## src/rtl/bist_seq_ctrl.sv

```systemverilog
// ---------------------------------------------------------------------------
// bist_seq_ctrl -- built-in self-test sequencer for one small sequential CUT.
//
// A run has these phases:
//   1. Flush the CUT state with INIT_VEC for INIT_CYC cycles.
//   2. Apply n_pat pseudo-random patterns from an LFSR.
//   3. Compact each CUT response into a MISR.
//   4. Compare the final signature against exp_sig.
//
// The CUT has no reset of its own. Every run therefore begins with the flush.
//
// Ports
//   CK          clock, rising edge
//   RN          asynchronous active-low reset
//   start       run request (level); only looked at in IDLE
//   abort       terminate the current run; ignored in IDLE
//   n_pat       pattern count, latched when leaving IDLE
//   exp_sig     expected signature, sampled in CMP
//   cut_out     CUT combinational outputs (captured in the same RUN cycle)
//   cut_in      CUT stimulus: LFSR in RUN, INIT_VEC otherwise
//   cut_en      high while a counted pattern is applied
//   busy        high in INIT, RUN and CMP
//   done        high in DONE
//   pass        signature matched exp_sig (meaningful while done)
//   signature   MISR contents
//   pat_cnt     patterns applied in the current or last run
// ---------------------------------------------------------------------------
module bist_seq_ctrl #(
    parameter int              N_IN      = 7,
    parameter int              N_OUT     = 7,
    parameter logic [N_IN-1:0] LFSR_TAPS = 7'h60,
    parameter logic [N_OUT-1:0] MISR_TAPS = 7'h60,
    parameter logic [N_IN-1:0] SEED      = 7'h01,
    parameter logic [N_IN-1:0] INIT_VEC  = 7'h00,
    parameter int              INIT_CYC  = 4
) (
    input  logic             CK,
    input  logic             RN,
    input  logic             start,
    input  logic             abort,
    input  logic [15:0]      n_pat,
    input  logic [N_OUT-1:0] exp_sig,
    input  logic [N_OUT-1:0] cut_out,
    output logic [N_IN-1:0]  cut_in,
    output logic             cut_en,
    output logic             busy,
    output logic             done,
    output logic             pass,
    output logic [N_OUT-1:0] signature,
    output logic [15:0]      pat_cnt
);

    // An all-zero LFSR would lock up, so a zero seed is promoted to 1.
    localparam logic [N_IN-1:0] SEED_EFF =
        (SEED == '0) ? {{(N_IN-1){1'b0}}, 1'b1} : SEED;

    localparam int ICW = (INIT_CYC > 1) ? $clog2(INIT_CYC + 1) : 1;
    localparam logic [ICW-1:0] INIT_LAST = ICW'(INIT_CYC - 1);

    typedef enum logic [2:0] {
        S_IDLE,
        S_INIT,
        S_RUN,
        S_CMP,
        S_DONE
    } state_e;

    state_e           state_q, state_d;
    logic [N_IN-1:0]  lfsr_q, lfsr_d;
    logic [N_OUT-1:0] misr_q, misr_d;
    logic [15:0]      pat_cnt_q, pat_cnt_d;
    logic [15:0]      npat_q, npat_d;
    logic [ICW-1:0]   init_cnt_q, init_cnt_d;
    logic             pass_q, pass_d;

    // The outputs are registered. They are decoded from the next state, so
    // they line up with state_q in every cycle.
    logic [N_IN-1:0]  cut_in_q;
    logic             cut_en_q, busy_q, done_q;

    logic [N_IN-1:0]  lfsr_step;
    logic [N_OUT-1:0] misr_step;

    // Fibonacci-style shift-left LFSR.
    // The MISR shifts the same way and then folds in the CUT response.
    assign lfsr_step = {lfsr_q[N_IN-2:0], ^(lfsr_q & LFSR_TAPS)};
    assign misr_step = {misr_q[N_OUT-2:0], ^(misr_q & MISR_TAPS)} ^ cut_out;

    always_comb begin
        state_d    = state_q;
        lfsr_d     = lfsr_q;
        misr_d     = misr_q;
        pat_cnt_d  = pat_cnt_q;
        npat_d     = npat_q;
        init_cnt_d = init_cnt_q;
        pass_d     = pass_q;

        case (state_q)
            S_IDLE: begin
                if (start) begin
                    state_d    = S_INIT;
                    lfsr_d     = SEED_EFF;
                    misr_d     = '0;
                    pat_cnt_d  = '0;
                    pass_d     = 1'b0;
                    npat_d     = n_pat;
                    init_cnt_d = '0;
                end
            end
            S_INIT: begin
                if (init_cnt_q == INIT_LAST) begin
                    state_d = (npat_q == 16'd0) ? S_CMP : S_RUN;
                end else begin
                    init_cnt_d = init_cnt_q + 1'b1;
                end
            end
            S_RUN: begin
                lfsr_d    = lfsr_step;
                misr_d    = misr_step;
                pat_cnt_d = pat_cnt_q + 16'd1;
                // pat_cnt_q < npat_q holds in RUN, so this increment never wraps.
                if (pat_cnt_d == npat_q) begin
                    state_d = S_CMP;
                end
            end
            S_CMP: begin
                pass_d  = (misr_q == exp_sig);
                state_d = S_DONE;
            end
            S_DONE: begin
                if (!start) begin
                    state_d = S_IDLE;
                end
            end
            default: state_d = S_IDLE;
        endcase

        // Abort wins over everything. The partial signature and count stay
        // visible, and the pattern in flight is not compacted.
        if (abort && state_q != S_IDLE) begin
            state_d   = S_IDLE;
            lfsr_d    = lfsr_q;
            misr_d    = misr_q;
            pat_cnt_d = pat_cnt_q;
            pass_d    = pass_q;
        end
    end

    always_ff @(posedge CK or negedge RN) begin
        if (!RN) begin
            state_q    <= S_IDLE;
            lfsr_q     <= SEED_EFF;
            misr_q     <= '0;
            pat_cnt_q  <= '0;
            npat_q     <= '0;
            init_cnt_q <= '0;
            pass_q     <= 1'b0;
            cut_in_q   <= INIT_VEC;
            cut_en_q   <= 1'b0;
            busy_q     <= 1'b0;
            done_q     <= 1'b0;
        end else begin
            state_q    <= state_d;
            lfsr_q     <= lfsr_d;
            misr_q     <= misr_d;
            pat_cnt_q  <= pat_cnt_d;
            npat_q     <= npat_d;
            init_cnt_q <= init_cnt_d;
            pass_q     <= pass_d;
            // In RUN, cut_in always equals lfsr_q. The CUT response for that
            // pattern is then compacted on the edge that ends the cycle.
            cut_in_q   <= (state_d == S_RUN) ? lfsr_d : INIT_VEC;
            cut_en_q   <= (state_d == S_RUN);
            busy_q     <= (state_d == S_INIT) || (state_d == S_RUN) ||
                          (state_d == S_CMP);
            done_q     <= (state_d == S_DONE);
        end
    end

    assign cut_in    = cut_in_q;
    assign cut_en    = cut_en_q;
    assign busy      = busy_q;
    assign done      = done_q;
    assign pass      = pass_q;
    assign signature = misr_q;
    assign pat_cnt   = pat_cnt_q;

endmodule

```

## config.mk

```make
export PLATFORM = sky130hd
export DESIGN_NAME = bist_seq_ctrl
export DESIGN_NICKNAME = d
export VERILOG_FILES = /design/src/rtl/bist_seq_ctrl.sv
export SDC_FILE = /design/constraint.sdc
export NUM_CORES = 1
export LEC_CHECK = 0
export CORE_MARGIN = 2
export CORE_UTILIZATION = 45
export DETAILED_ROUTE_END_ITERATION = 16
export GPL_TIMING_DRIVEN = 0
export PLACE_DENSITY = 0.71
export SLEW_MARGIN = 30
export SYNTH_ARGS = -nofsm -noshare
export SYNTH_HDL_FRONTEND = slang
export SYNTH_SLANG_ARGS = --single-unit
```

## constraint.sdc

```tcl
create_clock -name CK -period 2.5 [get_ports CK]
set_clock_uncertainty 0.05 [all_clocks]
set_input_delay 0.5 -clock CK [delete_from_list [all_inputs] [get_ports CK]]
set_output_delay 0.5 -clock CK [all_outputs]
set_load 0.02 [all_outputs]
```

==> flow_metrics.env <==
export IMPL_synth_top_area_cell="dfrtp_1"
export IMPL_avgViaCountPerCell=5.49
export IMPL_synth_seq_cells=63
export IMPL_min_period_ns=2.40
export IMPL_antenna_found_initial=0
export IMPL_worstSkewPairLatency_ns=0.35
export IMPL_maxCapViolCount=0
export IMPL_rows=31
export IMPL_die_h_um=90.9
export IMPL_fin_util_pct=61.3
export IMPL_worst_pin_slew_ns=0.589
export IMPL_clk_pin_slew_ns=0.07
export IMPL_cts_htree_levels=3
export IMPL_drt_initial_drc_count=114
export IMPL_overflow=0
export IMPL_netlist_area_um2=3400
export IMPL_arrival_ns=2.57
export IMPL_hpwl_um=6120
export IMPL_clock_sinks=63
export IMPL_track_usage_pct=21.5
export IMPL_worst_r2r_path_depth=7
export IMPL_antenna_cells=0
export IMPL_root_buffer="clkbuf_8"
export IMPL_tns_ns=0
export IMPL_r2r_start="pat_cnt[9]"
export IMPL_internal_power_mw=2.18
export IMPL_outcome="finished clean"
export IMPL_async_flop_share_pct=100
export IMPL_postSynthCellCount=339
export IMPL_die_w_um=90.9
export IMPL_crit_path_end_kind="register"
export IMPL_max_freq_mhz=416
export IMPL_first_global_vias=2831
export IMPL_vias=2899
export IMPL_routed_wl_um=8410
export IMPL_combPwrFrac_pct=29.4
export IMPL_worstSetupStartpointType="register"
export IMPL_hold_end="init_cnt_q[2]"
export IMPL_cp_startpoint="pat_cnt[9]"
export IMPL_cp_data_required_time_ns=2.67
export IMPL_worstPathMaxFanout=8
export IMPL_min_from="init_cnt_q[2]"
export IMPL_critPathKind="reg -> reg"
export IMPL_ant_nets=0
export IMPL_grt_pass1_wl_um=14000
export IMPL_worstHoldPathType="reg -> reg"
export IMPL_hold_viol=0
export IMPL_syn_avg_cell_area_um2=10.0
export IMPL_p_sw_share_pct=33.5
export IMPL_ys_warn_count=0
export IMPL_synth_edff_count=0
export IMPL_clk_path_buf_depth=2
export IMPL_whs_path_depth=2
export IMPL_power_frac_seq_pct=43.5
export IMPL_gp_congestion=0.921
export IMPL_first_pass_iters=4
export IMPL_start_util_pct=46.6
export IMPL_synth_area_top_cells="dfrtp_1 46%, xnor2_1 7.2%, o21ai_0 5.3%"
export IMPL_portBuffers=66
export IMPL_core_um2=7290
export IMPL_die_area_um2=8260
export IMPL_grt_max_degree=41
export IMPL_finalSetupViolCount=0
export IMPL_syn_nets=376
export IMPL_cts_tree="built"
export IMPL_cts_buffers=9
export IMPL_drc=0
export IMPL_finalNetCount=461
export IMPL_synth_cell_type_count=54
export IMPL_drive_gt1_share_pct=16.3
export IMPL_power_switching_mw=1.10
export IMPL_min_period_over_period_pct=96.2
export IMPL_synth_ff_type="dfrtp_1"
export IMPL_wl_per_cell_um=15.9
export IMPL_area_growth_pct=31.5
export IMPL_ios=68
export IMPL_p_per_area_nw_per_um2=734
export IMPL_r2r_end="cut_in[2]"
export IMPL_relSlewSlack_pct=60.7
export IMPL_r2r_slack_ns=0.1
export IMPL_p_leak_nw=1.82
export IMPL_irDropWorstVdd_mv=0.444
export IMPL_synth_top_area_share_pct=45.7
export IMPL_ys_seq_area_share_pct=46.4
export IMPL_clockPowerShare_pct=27.2
export IMPL_finalMaxSlewViolations=0
==> how the worst max path moves through the flow <==
stage,endpoint,slack [ns],cells after the start
2_1_floorplan,cut_in[1],0.15,9
3_3_place_gp,signature[1],-1.13,1
3_5_place_dp,cut_in[1],-0.07,9
4_1_cts,cut_in[2],0.02,9
5_1_grt,cut_in[5],-0.01,9
6_report,cut_in[2],0.1,7
==> worst max-delay path, cell delays in order (launching register included) <==
cell and delay [ns]:
dfrtp_1 0.49, nand4_1 0.33, or4_4 0.53, xnor2_1 0.16
nor4_2 0.27, and3_1 0.23, buf_6 0.16, nor3b_2 0.05
==> power by group through the flow <==
stage                     Clock, mW  Sequential [mW]  Combinational (mW)
final                         0.891             1.43               0.963
after global routing          0.950             1.45                1.06
after CTS                     0.898             1.42               0.953
after detailed placement          0             1.44               0.939
after global placement            0             1.43               0.911
after floorplan                   0             1.39               0.667
==> cells in the final DEF, fill, tap and decap left out, types with 2 or more instances in the layout <==
cell | synthesis | routed
and2_1 | 4 | 4
nor2b_1 | 6 | 6
o211ai_1 | 2 | 2
o21ai_0 | 36 | 36
clkdlybuf4s50_1 | 0 | 65
nor3b_1 | 2 | 2
a21oi_1 | 10 | 10
dfrtp_2 | 0 | 4
nor3_2 | 2 | 2
o31ai_1 | 7 | 7
nor4_1 | 5 | 4
nor3_1 | 5 | 5
or3_1 | 2 | 2
clkinv_2 | 0 | 3
buf_2 | 2 | 2
nand4_1 | 4 | 4
o21a_1 | 2 | 2
clkinvlp_4 | 0 | 2
dfrtp_1 | 62 | 58
or4_1 | 2 | 2
inv_1 | 4 | 4
nor4_2 | 2 | 3
xor2_1 | 10 | 10
nor3b_2 | 7 | 7
nand3_1 | 24 | 24
clkbuf_8 | 0 | 10
buf_4 | 2 | 9
and4_1 | 2 | 2
mux2_2 | 16 | 16
clkbuf_1 | 12 | 12
nand2_1 | 34 | 34
nor2_1 | 17 | 17
xnor2_1 | 28 | 28
ha_1 | 3 | 2
==> cells in the mapped netlist (3+ instances only) <==
cell type / number
nor2b_1: 6
and2_1: 4
o21ai_0: 36
nand2_1: 34
inv_1: 4
nand3_1: 24
nor2_1: 17
dfrtp_1: 62
o31ai_1: 7
clkbuf_1: 12
nor3_1: 5
mux2_2: 16
xnor2_1: 28
nand4_1: 4
nor3b_2: 7
ha_1: 3
nor4_1: 5
xor2_1: 10
a21oi_1: 10
==> layer usage <==
metal / vias up / global-route usage (%) / part of all wire [%]
met3: 16 / 5.59 / 5.2
met2: 88 / 32.8 / 46
li1: 1375 / - / -
met1: 1420 / 29.5 / 47
met4: 0 / 8.33 / 2.0
met5: - / 0 / 0
==> sequential cells by signal, indices dropped and copies added (netlist names), 3 cells and up <==
name	count
cut_in	7
init_cnt_q	3
lfsr_q	7
npat_q	16
pat_cnt	16
signature	7
state_q	3
==> cell families (layout without fill, tap and decap cells) <==
| group | Yosys count | count (layout) | share of synthesized area (%) |
|---|---|---|---|
| and+or+nand+nor | 128 | 128 | 22.3 |
| muxes | 17 | 17 | 5.60 |
| DFF | 63 | 63 | 46.4 |
| adders and majority gates | 3 | 3 | 1.11 |
| buffers and inverters | 22 | 112 | 2.95 |
| xor gates and xnor gates | 38 | 38 | 9.80 |
| AOI/OAI and AO/OA | 68 | 68 | 11.8 |
==> repair_timing <==
action	CTS	global route
resized for setup	4	3
setup endpoints to repair	8	10
buffers inserted	0	6
hold buffers	1	0
pin swaps	0	3
hold endpoints to repair	6	0
==> area by class of cell <==
class	instances	area, um2
fillers	634	2830
inverters	4	15.0
well taps	99	124
flip-flops and latches	63	1580
repair buffers	74	733
clock inverters	6	60.1
plain buffers	18	86.3
multi-input cells	254	1730
clock buffers	10	138
==> per-stage QoR <==
step                cell area, um2  std cells  hold WS (ns)  power [mW]  worst slack [ns]
floorplan                     3400        339         0.154        2.05             0.149
global placement              4180        504         0.410        2.34             -1.13
detailed placement            4200        505         0.366        2.38           -0.0673
CTS                           4420        522         0.447        3.28            0.0240
global route                  4470        528         0.473        3.45           -0.0146
finish                        4470        528         0.442        3.28            0.0951
(Power assumes the default switching activity.)
